### src/rtl/timing_state_gen_pkg.sv
// rtl/timing_state_gen_pkg.sv - shared constants, cycle-state encodings and request priority helper
package timing_state_gen_pkg;

    // Number of beats in one machine cycle (t0..t11)
    localparam int BEAT_COUNT = 12;

    // One-hot beat vector with only t0 set
    localparam logic [BEAT_COUNT-1:0] BEAT_T0 = BEAT_COUNT'(1);

    // Watchdog idle counter width and the count at which the next idle cycle fires
    localparam int WDT_WIDTH = 4;
    localparam logic [WDT_WIDTH-1:0] WDT_LIMIT = 4'd15;

    // Machine-cycle state: one-hot while running, all-zero while halted
    typedef enum logic [3:0] {
        CYC_HALT = 4'b0000,
        CYC_FI   = 4'b0001,
        CYC_SRC  = 4'b0010,
        CYC_DST  = 4'b0100,
        CYC_EXC  = 4'b1000
    } cyc_state_t;

    // Highest-priority request wins (FI > SRC > DST > EXC); none keeps the current state
    function automatic cyc_state_t next_cycle(
        input logic       fi_req,
        input logic       src_req,
        input logic       dst_req,
        input logic       exc_req,
        input cyc_state_t cur
    );
        if (fi_req) begin
            return CYC_FI;
        end else if (src_req) begin
            return CYC_SRC;
        end else if (dst_req) begin
            return CYC_DST;
        end else if (exc_req) begin
            return CYC_EXC;
        end
        return cur;
    endfunction

endpackage

### src/rtl/timing_state_gen_beat_ring.sv
// rtl/timing_state_gen_beat_ring.sv - one-hot beat ring with restart, advance, hold, clear and overrun flag
module beat_ring
    import timing_state_gen_pkg::*;
(
    input  logic                  clk_i,
    input  logic                  rst_i,
    input  logic                  clear_i,
    input  logic                  restart_i,
    input  logic                  advance_i,
    output logic [BEAT_COUNT-1:0] beat_o,
    output logic                  overrun_o
);

    logic [BEAT_COUNT-1:0] beat_q, beat_d;
    logic                  overrun_q, overrun_d;

    // Next beat: clear beats restart beats advance; advancing past t11 holds and flags overrun
    always_comb begin
        beat_d    = beat_q;
        overrun_d = 1'b0;
        if (clear_i) begin
            beat_d = '0;
        end else if (restart_i) begin
            beat_d = BEAT_T0;
        end else if (advance_i) begin
            if (beat_q[BEAT_COUNT-1]) begin
                overrun_d = 1'b1;
            end else begin
                beat_d = beat_q << 1;
            end
        end
    end

    // Beat and overrun registers; reset lands on t0
    always_ff @(posedge clk_i) begin
        if (rst_i) begin
            beat_q    <= BEAT_T0;
            overrun_q <= 1'b0;
        end else begin
            beat_q    <= beat_d;
            overrun_q <= overrun_d;
        end
    end

    assign beat_o    = beat_q;
    assign overrun_o = overrun_q;

endmodule

### src/rtl/timing_state_gen.sv
// rtl/timing_state_gen.sv - beat and machine-cycle timing generator; optional idle watchdog under TIMING_WATCHDOG_EN
module timing_state_gen
    import timing_state_gen_pkg::*;
(
    input  logic CLK,
    input  logic RST,
    input  logic T_0,
    input  logic T_1,
    input  logic FI0,
    input  logic SRC0,
    input  logic DST0,
    input  logic EXC0,
    input  logic HALT0,
    input  logic START,
    output logic t0,
    output logic t1,
    output logic t2,
    output logic t3,
    output logic t4,
    output logic t5,
    output logic t6,
    output logic t7,
    output logic t8,
    output logic t9,
    output logic t10,
    output logic t11,
    output logic FI,
    output logic SRC,
    output logic DST,
    output logic EXC,
    output logic HALTED,
    output logic TERR,
    output logic WDT_TO
);

    cyc_state_t            cyc_q;
    logic                  halted;
    logic                  wdt_fire;
    logic                  ring_clear;
    logic                  ring_restart;
    logic                  ring_advance;
    logic [BEAT_COUNT-1:0] beat;

    assign halted = (cyc_q == CYC_HALT);

`ifdef TIMING_WATCHDOG_EN
    logic                 wdt_idle;
    logic [WDT_WIDTH-1:0] wdt_cnt_q, wdt_cnt_d;
    logic                 wdt_to_q;

    // A cycle counts as idle only when running with no beat request and no START
    assign wdt_idle = !halted && !T_0 && !T_1 && !START;
    assign wdt_fire = wdt_idle && (wdt_cnt_q == WDT_LIMIT);

    // Idle count: grows on idle cycles, clears on any activity, halt, or firing
    always_comb begin
        wdt_cnt_d = '0;
        if (wdt_idle && !wdt_fire) begin
            wdt_cnt_d = wdt_cnt_q + 1'b1;
        end
    end

    // Watchdog count and one-cycle timeout pulse
    always_ff @(posedge CLK) begin
        if (RST) begin
            wdt_cnt_q <= '0;
            wdt_to_q  <= 1'b0;
        end else begin
            wdt_cnt_q <= wdt_cnt_d;
            wdt_to_q  <= wdt_fire;
        end
    end

    assign WDT_TO = wdt_to_q;
`else
    assign wdt_fire = 1'b0;
    assign WDT_TO   = 1'b0;
`endif

    // Beat ring control mirrors the cycle-state decision: halted waits for START, T_0 beats T_1
    always_comb begin
        ring_clear   = 1'b0;
        ring_restart = 1'b0;
        ring_advance = 1'b0;
        if (halted) begin
            ring_restart = START;
        end else if (T_0) begin
            if (HALT0) begin
                ring_clear = 1'b1;
            end else begin
                ring_restart = 1'b1;
            end
        end else if (T_1) begin
            ring_advance = 1'b1;
        end else if (wdt_fire) begin
            ring_restart = 1'b1;
        end
    end

    // Machine-cycle state machine; the halt encoding doubles as the halted state
    always_ff @(posedge CLK) begin
        if (RST) begin
            cyc_q <= CYC_FI;
        end else if (halted) begin
            if (START) begin
                cyc_q <= CYC_FI;
            end
        end else if (T_0) begin
            if (HALT0) begin
                cyc_q <= CYC_HALT;
            end else begin
                cyc_q <= next_cycle(FI0, SRC0, DST0, EXC0, cyc_q);
            end
        end else if (wdt_fire) begin
            cyc_q <= CYC_FI;
        end
    end

    beat_ring u_beat_ring (
        .clk_i     (CLK),
        .rst_i     (RST),
        .clear_i   (ring_clear),
        .restart_i (ring_restart),
        .advance_i (ring_advance),
        .beat_o    (beat),
        .overrun_o (TERR)
    );

    assign {t11, t10, t9, t8, t7, t6, t5, t4, t3, t2, t1, t0} = beat;

    assign FI     = cyc_q[0];
    assign SRC    = cyc_q[1];
    assign DST    = cyc_q[2];
    assign EXC    = cyc_q[3];
    assign HALTED = halted;

endmodule
### config.mk
export PLATFORM = sky130hd
export DESIGN_NAME = timing_state_gen
export DESIGN_NICKNAME = d
export VERILOG_FILES = /design/src/rtl/timing_state_gen_pkg.sv /design/src/rtl/timing_state_gen_beat_ring.sv /design/src/rtl/timing_state_gen.sv
export SDC_FILE = /design/constraint.sdc
export NUM_CORES = 1
export LEC_CHECK = 0
export BUFFER_PORTS_ARGS = -buffer_cell sky130_fd_sc_hd__clkbuf_2
export CAP_MARGIN = 20
export CORE_UTILIZATION = 45
export CTS_BUF_LIST = sky130_fd_sc_hd__clkbuf_4 sky130_fd_sc_hd__clkbuf_8
export DETAILED_ROUTE_END_ITERATION = 10
export HOLD_SLACK_MARGIN = 0.06
export PLACE_DENSITY = 0.84
export SLEW_MARGIN = 20
export SYNTH_ARGS = -nofsm -noshare
export SYNTH_HDL_FRONTEND = slang
export SYNTH_HIERARCHICAL = 1
export SYNTH_SLANG_ARGS = --single-unit
### constraint.sdc
create_clock -name CLK -period 5.4 [get_ports CLK]
set_clock_uncertainty 0.15 [all_clocks]
set_input_delay 0.81 -clock CLK [delete_from_list [all_inputs] [get_ports CLK]]
set_output_delay 0.81 -clock CLK [all_outputs]
set_load 0.01 [all_outputs]
==> flow_summary.yaml, run 1 <==
pwr:
  ir_worst_vdd_uv: 159
  leakage_nw: 0.374
  cellPowerDensity_mw_per_mm2: 259
  p_total_uw: 241
min_path:
  min_from: "u_beat_ring/beat_o[5]"
  hold_end: "u_beat_ring/beat_o[6]"
  holdPathStages: 2
  hp-class: "flip-flop to flip-flop"
sta:
  finalSetupViolCount: 0
  max_slew.worst_pin.slew_ns: 0.661
  max_freq_ghz: 0.403
  relSlewSlack: 0.559
  finalCritPeriodShare: 0.459
  finalCriticalPeriod_ns: 2.48
  final.setup.tns_ns: 0
  drv_slew: 0
  rsz0062_at_grt: "false"
  hold_viol: 0
placement:
  gp_congestion: 0.887
  post-place-cells: 126
  hpwl_microns: 1200
  io_buffers: 27
cts:
  ctsLongestPathBuffers: 2
  htree_levels: 1
  tritoncts: "yes"
  cts.repair.resized: 0
  cts_buffers: 3
  root_buffer: "clkbuf_4"
  clk_latency_ns: 0.28
  clk_pin_slew_ns: 0.10
  clock_sinks: 17
  cts_setup_buffers: 0
  cts_hold_buf: 0
synthesis:
  synth_largest_area_cell: "dfxtp_1"
  synthFlopType: "dfxtp_1"
  yosys-top-cells-area: "dfxtp_1, nand2_1, a21oi_2"
  yosysMostFrequentCell: "nand2_1"
  syn_nets: 98
  synth_edf_count: 0
  synth_simple_gate_area_frac: 0.283
  synth_compound_area_frac: 0.162
  synthMuxAreaShare: 0.0605
  ys_seq_area_frac: 0.433
  async_flop_share: 0
  synth_fa_ha_area_frac: 0
  synth_top_area_share: 0.433
  synth_top_family_by_area: "simple AND/OR/NAND/NOR gates"
  synth-seq-cells: 17
  synth.distinct_cells: 28
  synth.cell_area_sq_um: 786
  synth_commonest_cells: "nand2_1, dfxtp_1, a21oi_1, a21oi_2"
  synthXorXnorAreaFrac: 0
  avgSynthCellArea_sq_um: 8.93
  synth_warnings: 6
  synth_cells: 88
finish:
  nets: 125
  drive_above_1_share: 0.430
  area_growth_pct: 18.2
  instances_no_fill: 130
  diodes: 0
  final_util: 0.589
global_route:
  track_usage: 0.187
  grt_pass1_vias: 631
  grt_first_pass_wirelength_microns: 2640
  gr-total-overflow: 0
  grt_max_degree: 13
  antenna_found_initial: 0
floorplanning:
  core_area_sq_mm: 0.00158
  start_util: 0.498
  ios: 29
  die_h_microns: 43.8
  dieArea_sq_mm: 0.00192
  num_rows: 14
  die_w_microns: 43.8
worst_setup_path:
  worstSetupEndpointType: "output port"
  reg2reg_depth: 6
  critical-path-top-delay-family: "simple AND/OR/NAND/NOR gates"
  cp.required_ns: 4.44
  crit_buf_inv: 2
  cp-start-kind: "flip-flop"
  worstPathMaxFanout: 7
  worstReg2RegStart: "cyc_q[1]"
  slowest_stage: "or4_4"
  arrival_ns: 1.52
  crit_chain: "or4_4 > inv_2 > clkbuf_2"
  critPathKind: "flip-flop to output port"
  reg2reg_slack_ns: 3.26
  reg2reg_to: "u_beat_ring/beat_o[3]"
  crit_path_max_incr_delay_ns: 0.60
routing:
  totalWireLength_microns: 1560
  wire_per_inst_microns: 12.0
  vias_per_cell: 5.22
  ant_nets: 0
  dr.pass1.iters: 7
  drt_iter0_markers: 21
  drc: 1
  vias: 678
run_status:
  violations: "design-rule violations"
  status: "finished with violations"
run:
  maxCapViolations: 0
==> placed cells by master, fill, tap and decap left out <==
| cell type | count |
|---|---|
| clkbuf_2 | 27 |
| nand2_1 | 21 |
| dfxtp_1 | 17 |
| a21oi_1 | 8 |
| a21oi_2 | 8 |
| nor2_1 | 3 |
| nor3_1 | 3 |
| clkbuf_4 | 3 |
| nor2b_1 | 2 |
| nor2_2 | 2 |
| o21ai_1 | 2 |
| nand3_1 | 2 |
| or4_4 | 1 |
| inv_2 | 1 |
| mux2i_4 | 1 |
| nor3b_1 | 1 |
| and3_1 | 1 |
| or3_1 | 1 |
| nor4_2 | 1 |
| mux2i_1 | 1 |
| mux2_4 | 1 |
| nor3_2 | 1 |
| conb_1 | 1 |
| clkinv_2 | 1 |
| nand2b_1 | 1 |
| or3_4 | 1 |
| o21bai_1 | 1 |
| nor2_4 | 1 |
==> final cells by class <==
| class | count | area [sq um] |
|---|---|---|
| sequential | 17 | 340 |
| fill | 153 | 648 |
| timing repair buffer | 27 | 135 |
| inverter | 1 | 3.75 |
| clock inverter | 1 | 5.00 |
| clock buffer | 3 | 22.5 |
| multi-input combinational | 65 | 402 |
| tap | 16 | 20.0 |
==> where the power goes <==
part / total, mW / internal, mW / switching, mW / leakage [nW]
clock network: 0.0665 / 0.0275 / 0.0390 / 0.0177
logic: 0.0435 / 0.0170 / 0.0265 / 0.218
registers: 0.131 / 0.129 / 0.00232 / 0.138
total: 0.241 / 0.173 / 0.0678 / 0.374
==> worst max-delay path by stage <==
| stage | from | to | slack, ns | cells past startpoint |
|---|---|---|---|---|
| global route | cyc_q[3] | HALTED | 2.85 | 3 |
| CTS | cyc_q[3] | HALTED | 2.90 | 3 |
| floorplan | cyc_q[3] | HALTED | 3.32 | 3 |
| detailed placement | T_0 | u_beat_ring/beat_o[10] | 3.00 | 5 |
| global placement | T_0 | u_beat_ring/beat_o[4] | 3.05 | 5 |
| finish | cyc_q[3] | HALTED | 2.92 | 3 |
==> tightest hold or removal path: stages (launching register included) <==
cell,delay (ns)
dfxtp_1,0.33
nand2_1,0.07
a21oi_2,0.04
==> flip-flops by register name (all words and copies together) (netlist names) <==
name,count
cyc_q,4
u_beat_ring/beat_o,12
u_beat_ring/overrun_o,1
==> metal layers <==
layer  vias to the layer above  wire length, microns  GRT usage
li1                        347                     -          -
met1                       314                   744      0.227
met5                         -                     0          0
met2                        17                   762      0.310
met4                         0                     0     0.0563
met3                         0                    55     0.0625
==> per-stage QoR <==
stage	instance area (sq um)	hold WS, ns	worst slack (ns)
2_1_floorplan	786	0.334	3.32
3_3_place_gp	901	0.314	3.05
3_5_place_dp	901	0.319	3.00
4_1_cts	928	0.331	2.90
5_1_grt	928	0.358	2.85
6_report	928	0.327	2.92
==> logic make-up (layout without fill, tap and decap cells) <==
group / Yosys count / in the layout
compound gates: 19 / 19
buf+inv: 6 / 32
flops: 17 / 17
mux: 3 / 3
other cells: 1 / 1
simple gates: 42 / 42
Note: power is estimated with default switching activity, not from simulation.
==> inputs of run 2 (changes only) <==
--- a/config.mk
+++ b/config.mk
@@ -11,7 +11,7 @@
 export CTS_BUF_LIST = sky130_fd_sc_hd__clkbuf_4 sky130_fd_sc_hd__clkbuf_8
 export DETAILED_ROUTE_END_ITERATION = 10
 export HOLD_SLACK_MARGIN = 0.06
-export PLACE_DENSITY = 0.84
+export PLACE_DENSITY = 0.87
 export SLEW_MARGIN = 20
 export SYNTH_ARGS = -nofsm -noshare
 export SYNTH_HDL_FRONTEND = slang
==> constraint.sdc (replaced) <==
create_clock -name CLK -period 2.1 [get_ports CLK]
set_clock_uncertainty 0.15 [all_clocks]
set_input_delay 0.315 -clock CLK [delete_from_list [all_inputs] [get_ports CLK]]
set_output_delay 0.315 -clock CLK [all_outputs]
set_load 0.01 [all_outputs]
==> run 2 against run 1 <==
Net effect:
- the run still ends with design-rule violations left
- global-route usage fell by 0.76 points
- clock power rose to 2.6 times the previous value
- combinational power rose to 3.0 times the previous value
- via count rose by 4.3%
- first-iteration DRC count fell by 38%
- total power rose to 2.7 times the previous value
==> flow_summary.yaml, run 2 (synthesis gave the netlist of run 1 again) <==
finish:
  drive_above_1_share: 0.475
  largest_reg_flops: 12
  fillCellCount: 151
  instances_no_fill: 134
  nets: 129
  layout_common_cells: "clkbuf_2, nand2_1, dfxtp_1"
  layout_commonest_cell: "clkbuf_2"
  area_growth_pct: 23.9
  final_util: 0.617
  diodes: 0
routing:
  vias: 707
  drc: 1
  dr_wl_met2_microns: 837
  ant_nets: 0
  met3_length_microns: 100
  routed.top_layer: "met4"
  m1WireLength_microns: 762
  drt_iter0_markers: 13
  vias_per_cell: 5.28
  wire_per_inst_microns: 12.8
  totalWireLength_microns: 1710
  dr.pass1.iters: 9
min_path:
  hp-class: "primary input to flip-flop"
cts:
  clock_sinks: 17
  ctsLongestPathBuffers: 2
  htree_levels: 1
  clk_pin_slew_ns: 0.11
  root_buffer: "clkbuf_4"
  tritoncts: "yes"
  clk_latency_ns: 0.29
  cts_buffers: 3
placement:
  hpwl_microns: 1200
  gp_congestion: 0.765
  io_buffers: 27
  post-place-cells: 127
pwr:
  p_switching_uw: 184
  pwr-share-clk: 0.271
  swShare: 0.287
  seqPwrFrac: 0.526
  leakage_nw: 0.393
  cellPowerDensity_mw_per_mm2: 658
  p_int_uw: 457
  combPwrFrac: 0.202
  ir_worst_vdd_uv: 327
  p_total_uw: 641
sta:
  max_freq_ghz: 0.489
  holdWs_ns: 0.125
  final.setup.tns_ns: 0
  finalCritPeriodShare: 0.974
  drv_slew: 0
  hold_viol: 0
  finalCriticalPeriod_ns: 2.04
  finalSetupViolCount: 0
global_route:
  gr-total-overflow: 0
  antenna_found_initial: 0
  grt_pass1_vias: 646
  grt_max_degree: 13
  track_usage: 0.179
  grt_first_pass_wirelength_microns: 2590
worst_setup_path:
  critPathKind: "flip-flop to flip-flop"
  worstSetupEndpointType: "flip-flop"
  cp.required_ns: 2.17
  arrival_ns: 2.12
  worstPathMaxFanout: 6
  cp-start-kind: "flip-flop"
floorplanning:
  ios: 29
  core_area_sq_mm: 0.00158
  die_h_microns: 43.8
  start_util: 0.498
  die_w_microns: 43.8
  num_rows: 14
  dieArea_sq_mm: 0.00192
run:
  maxCapViolations: 0
run_status:
  violations: "design-rule violations"
  status: "finished with violations"
==> run 2: layer usage <==
layer | vias to the layer above | track usage
li1 | 358 | -
met1 | 317 | 0.202
met2 | 30 | 0.319
met3 | 2 | 0.0417
met4 | 0 | 0.0750
met5 | - | 0
==> run 2: per-stage QoR <==
stage | cell area (sq um) | setup WS (ns)
5_1_grt | 973 | -0.00210
4_1_cts | 936 | 0.0239
3_5_place_dp | 908 | 0.0583
3_3_place_gp | 908 | 0.108
2_1_floorplan | 786 | 0.0282
6_report | 973 | 0.0550
==> run 2: power groups by stage <==
stage               combinational [mW]  sequential, mW  clock, mW
detailed placement               0.112           0.345          0
global placement                 0.110           0.344          0
global route                     0.142           0.338      0.188
CTS                              0.112           0.337      0.179
finish                           0.130           0.337      0.174
floorplan                       0.0847           0.347          0
==> run 2: area by class of cell <==
type,count,area (sq um),area share
well taps,16,20.0,0.0206
clock buffers,3,22.5,0.0231
repair buffers,30,158,0.162
inverters,1,3.75,0.00386
multi-input cells,66,424,0.436
flip-flops and latches,17,340,0.350
clock inverters,1,5.00,0.00514
==> run 2: what timing repair did <==
action	4_1_cts	5_1_grt
resized for setup	0	4
hold buffers	0	0
endpoints found under the setup margin	0	11
setup buffers	0	2
==> run 2: worst paths after layout <==
path	slack, ns	from	depth (start not counted)	to
setup / recovery	0.06	cyc_q[0]	5	u_beat_ring/beat_o[10]
hold / removal	0.12	SRC0	3	cyc_q[1]
setup reg to reg	0.06	cyc_q[0]	5	u_beat_ring/beat_o[10]
hold reg to reg	0.33	u_beat_ring/beat_o[0]	2	u_beat_ring/beat_o[1]
==> run 2: worst max-delay path, stage by stage (launching register included) <==
cell     delay (ns)
dfxtp_1        0.34
or4_4          0.60
mux2i_4        0.25
a21oi_2        0.08
or3_4          0.43
a21oi_1        0.12
==> inputs of run 3 (changes only) <==
--- a/config.mk
+++ b/config.mk
@@ -11,7 +11,7 @@
 export CTS_BUF_LIST = sky130_fd_sc_hd__clkbuf_4 sky130_fd_sc_hd__clkbuf_8
 export DETAILED_ROUTE_END_ITERATION = 10
 export HOLD_SLACK_MARGIN = 0.06
-export PLACE_DENSITY = 0.87
+export PLACE_DENSITY = 0.84
 export SLEW_MARGIN = 20
 export SYNTH_ARGS = -nofsm -noshare
 export SYNTH_HDL_FRONTEND = slang
==> constraint.sdc (replaced) <==
create_clock -name CLK -period 1.9 [get_ports CLK]
set_clock_uncertainty 0.15 [all_clocks]
set_input_delay 0.285 -clock CLK [delete_from_list [all_inputs] [get_ports CLK]]
set_output_delay 0.285 -clock CLK [all_outputs]
set_load 0.01 [all_outputs]
==> run 3 against run 2 <==
Net effect:
- the flow finishes with violations (design-rule violations, negative setup slack)
- non-clock buffer count is 7 higher
- via count is 5.2% higher
- combinational power is 37% higher
- utilization is 5.8 points higher
- cell count is 5.2% higher
- sequential power is 11% higher
- largest power group unchanged
==> flow_summary.yaml, run 3 (synthesis gave the netlist of run 1 again) <==
cts:
  clk_pin_slew_ns: 0.09
  cts_buffers: 3
  root_buffer: "clkbuf_4"
  htree_levels: 1
  clk_latency_ns: 0.29
  clock_sinks: 17
  cts_hold_buf: 0
  tritoncts: "yes"
  ctsLongestPathBuffers: 2
floorplanning:
  dieArea_sq_mm: 0.00192
  die_w_microns: 43.8
  start_util: 0.498
  die_h_microns: 43.8
  ios: 29
  core_area_sq_mm: 0.00158
  num_rows: 14
finish:
  largest_reg_flops: 12
  drive_above_1_share: 0.552
  area_growth_pct: 35.5
  diodes: 0
  fillCellCount: 143
  layout_commonest_cell: "clkbuf_2"
  nets: 136
  layout_common_cells: "clkbuf_2, nand2_1, dfxtp_1"
sta:
  setup_ws_ns: -0.0303
  relSlewSlack: 0.637
  final.setup.tns_ns: -0.0960
  max_freq_ghz: 0.518
  finalCritPeriodShare: 1.02
  drv_slew: 0
  finalSetupViolCount: 7
  max_slew.worst_pin.slew_ns: 0.543
  holdWs_ns: 0.122
  rsz0062_at_grt: "true"
  finalCriticalPeriod_ns: 1.93
  hold_viol: 0
worst_setup_path:
  arrival_ns: 1.50
  crit_chain: "or4_4 > inv_2 > buf_6 > clkbuf_2"
  crit_path_max_incr_delay_ns: 0.59
  critical-path-top-delay-family: "simple AND/OR/NAND/NOR gates"
  critPathKind: "flip-flop to output port"
  cp.required_ns: 1.46
  slowest_stage: "or4_4"
  cp-start-kind: "flip-flop"
  crit_buf_inv: 3
  worstPathMaxFanout: 5
  worstSetupEndpointType: "output port"
placement:
  io_buffers: 27
  hpwl_microns: 1330
  gp_congestion: 0.734
routing:
  wire_per_inst_microns: 13.2
  vias_per_cell: 5.28
  drt_iter0_markers: 12
  vias: 744
  drc: 3
  dr.pass1.iters: 9
  ant_nets: 0
  totalWireLength_microns: 1860
global_route:
  grt_max_degree: 12
  antenna_found_initial: 0
  grt_first_pass_wirelength_microns: 2930
  grt_pass1_vias: 664
  track_usage: 0.211
  gr-total-overflow: 0
pwr:
  cellPowerDensity_mw_per_mm2: 695
  ir_worst_vdd_uv: 381
  leakage_nw: 0.432
run_status:
  violations: "design-rule violations, negative setup slack"
  status: "finished with violations"
run:
  maxCapViolations: 0
min_path:
  hp-class: "primary input to flip-flop"
-- run 3: changes by cell type in the layout (fill, tap and decap cells not counted), sizes merged --
cell	before	now
buf	3	10
-- run 3: per-stage QoR --
| stage | utilization | setup WS [ns] | total power, mW | instances | area, sq um |
|---|---|---|---|---|---|
| global placement | 0.613 | -0.0391 | 0.523 | 134 | 966 |
| floorplan | - | -0.152 | 0.481 | 88 | 795 |
| global route | 0.675 | -0.0883 | 0.777 | 141 | 1060 |
| CTS | 0.659 | -0.0483 | 0.736 | 142 | 1040 |
| finish | 0.675 | -0.0303 | 0.740 | 141 | 1060 |
| detailed placement | 0.613 | -0.146 | 0.527 | 134 | 966 |
-- run 3: worst paths after layout --
path                              start                    end  slack [ns]  cells after the start
hold reg to reg   u_beat_ring/beat_o[3]  u_beat_ring/beat_o[4]        0.32                      2
hold / removal                     SRC0               cyc_q[1]        0.12                      3
setup / recovery               cyc_q[3]                 HALTED       -0.03                      4
setup reg to reg               cyc_q[3]  u_beat_ring/beat_o[6]       -0.02                      5
-- run 3: tightest hold or removal path: cells and delay by family --
kind	cells	cell delay (ns)
AOI/OAI and AO/OA	1	0.06
buffers and inverters	1	0.09
and+or+nand+nor	1	0.08
-- run 3: what timing repair did --
item,4_1_cts,5_1_grt
resized for setup,5,7
pin swaps,3,2
setup buffers,3,0
cloned,1,0
setup endpoints to repair,13,17
-- run 3: layout make-up --
class / instances / area, sq um / area share
tap: 16 / 20.0 / 0.0188
inverter: 1 / 3.75 / 0.00353
clock buffer: 3 / 22.5 / 0.0212
timing repair buffer: 37 / 214 / 0.201
sequential: 17 / 343 / 0.322
multi-input combinational: 66 / 457 / 0.429
clock inverter: 1 / 5.00 / 0.00470
-- run 3: where the power goes --
part           total [mW]  switching, mW  internal (mW)
logic               0.178         0.0936         0.0840
registers           0.373        0.00703          0.366
clock network       0.189          0.111         0.0782
total               0.740          0.212          0.528
-- run 3: metal layers --
layer,track usage,share of wire,vias up
met5,0,0,-
met4,0.0563,0.0054,0
met3,0.0500,0.045,2
met2,0.391,0.54,23
met1,0.237,0.41,346
li1,-,-,373
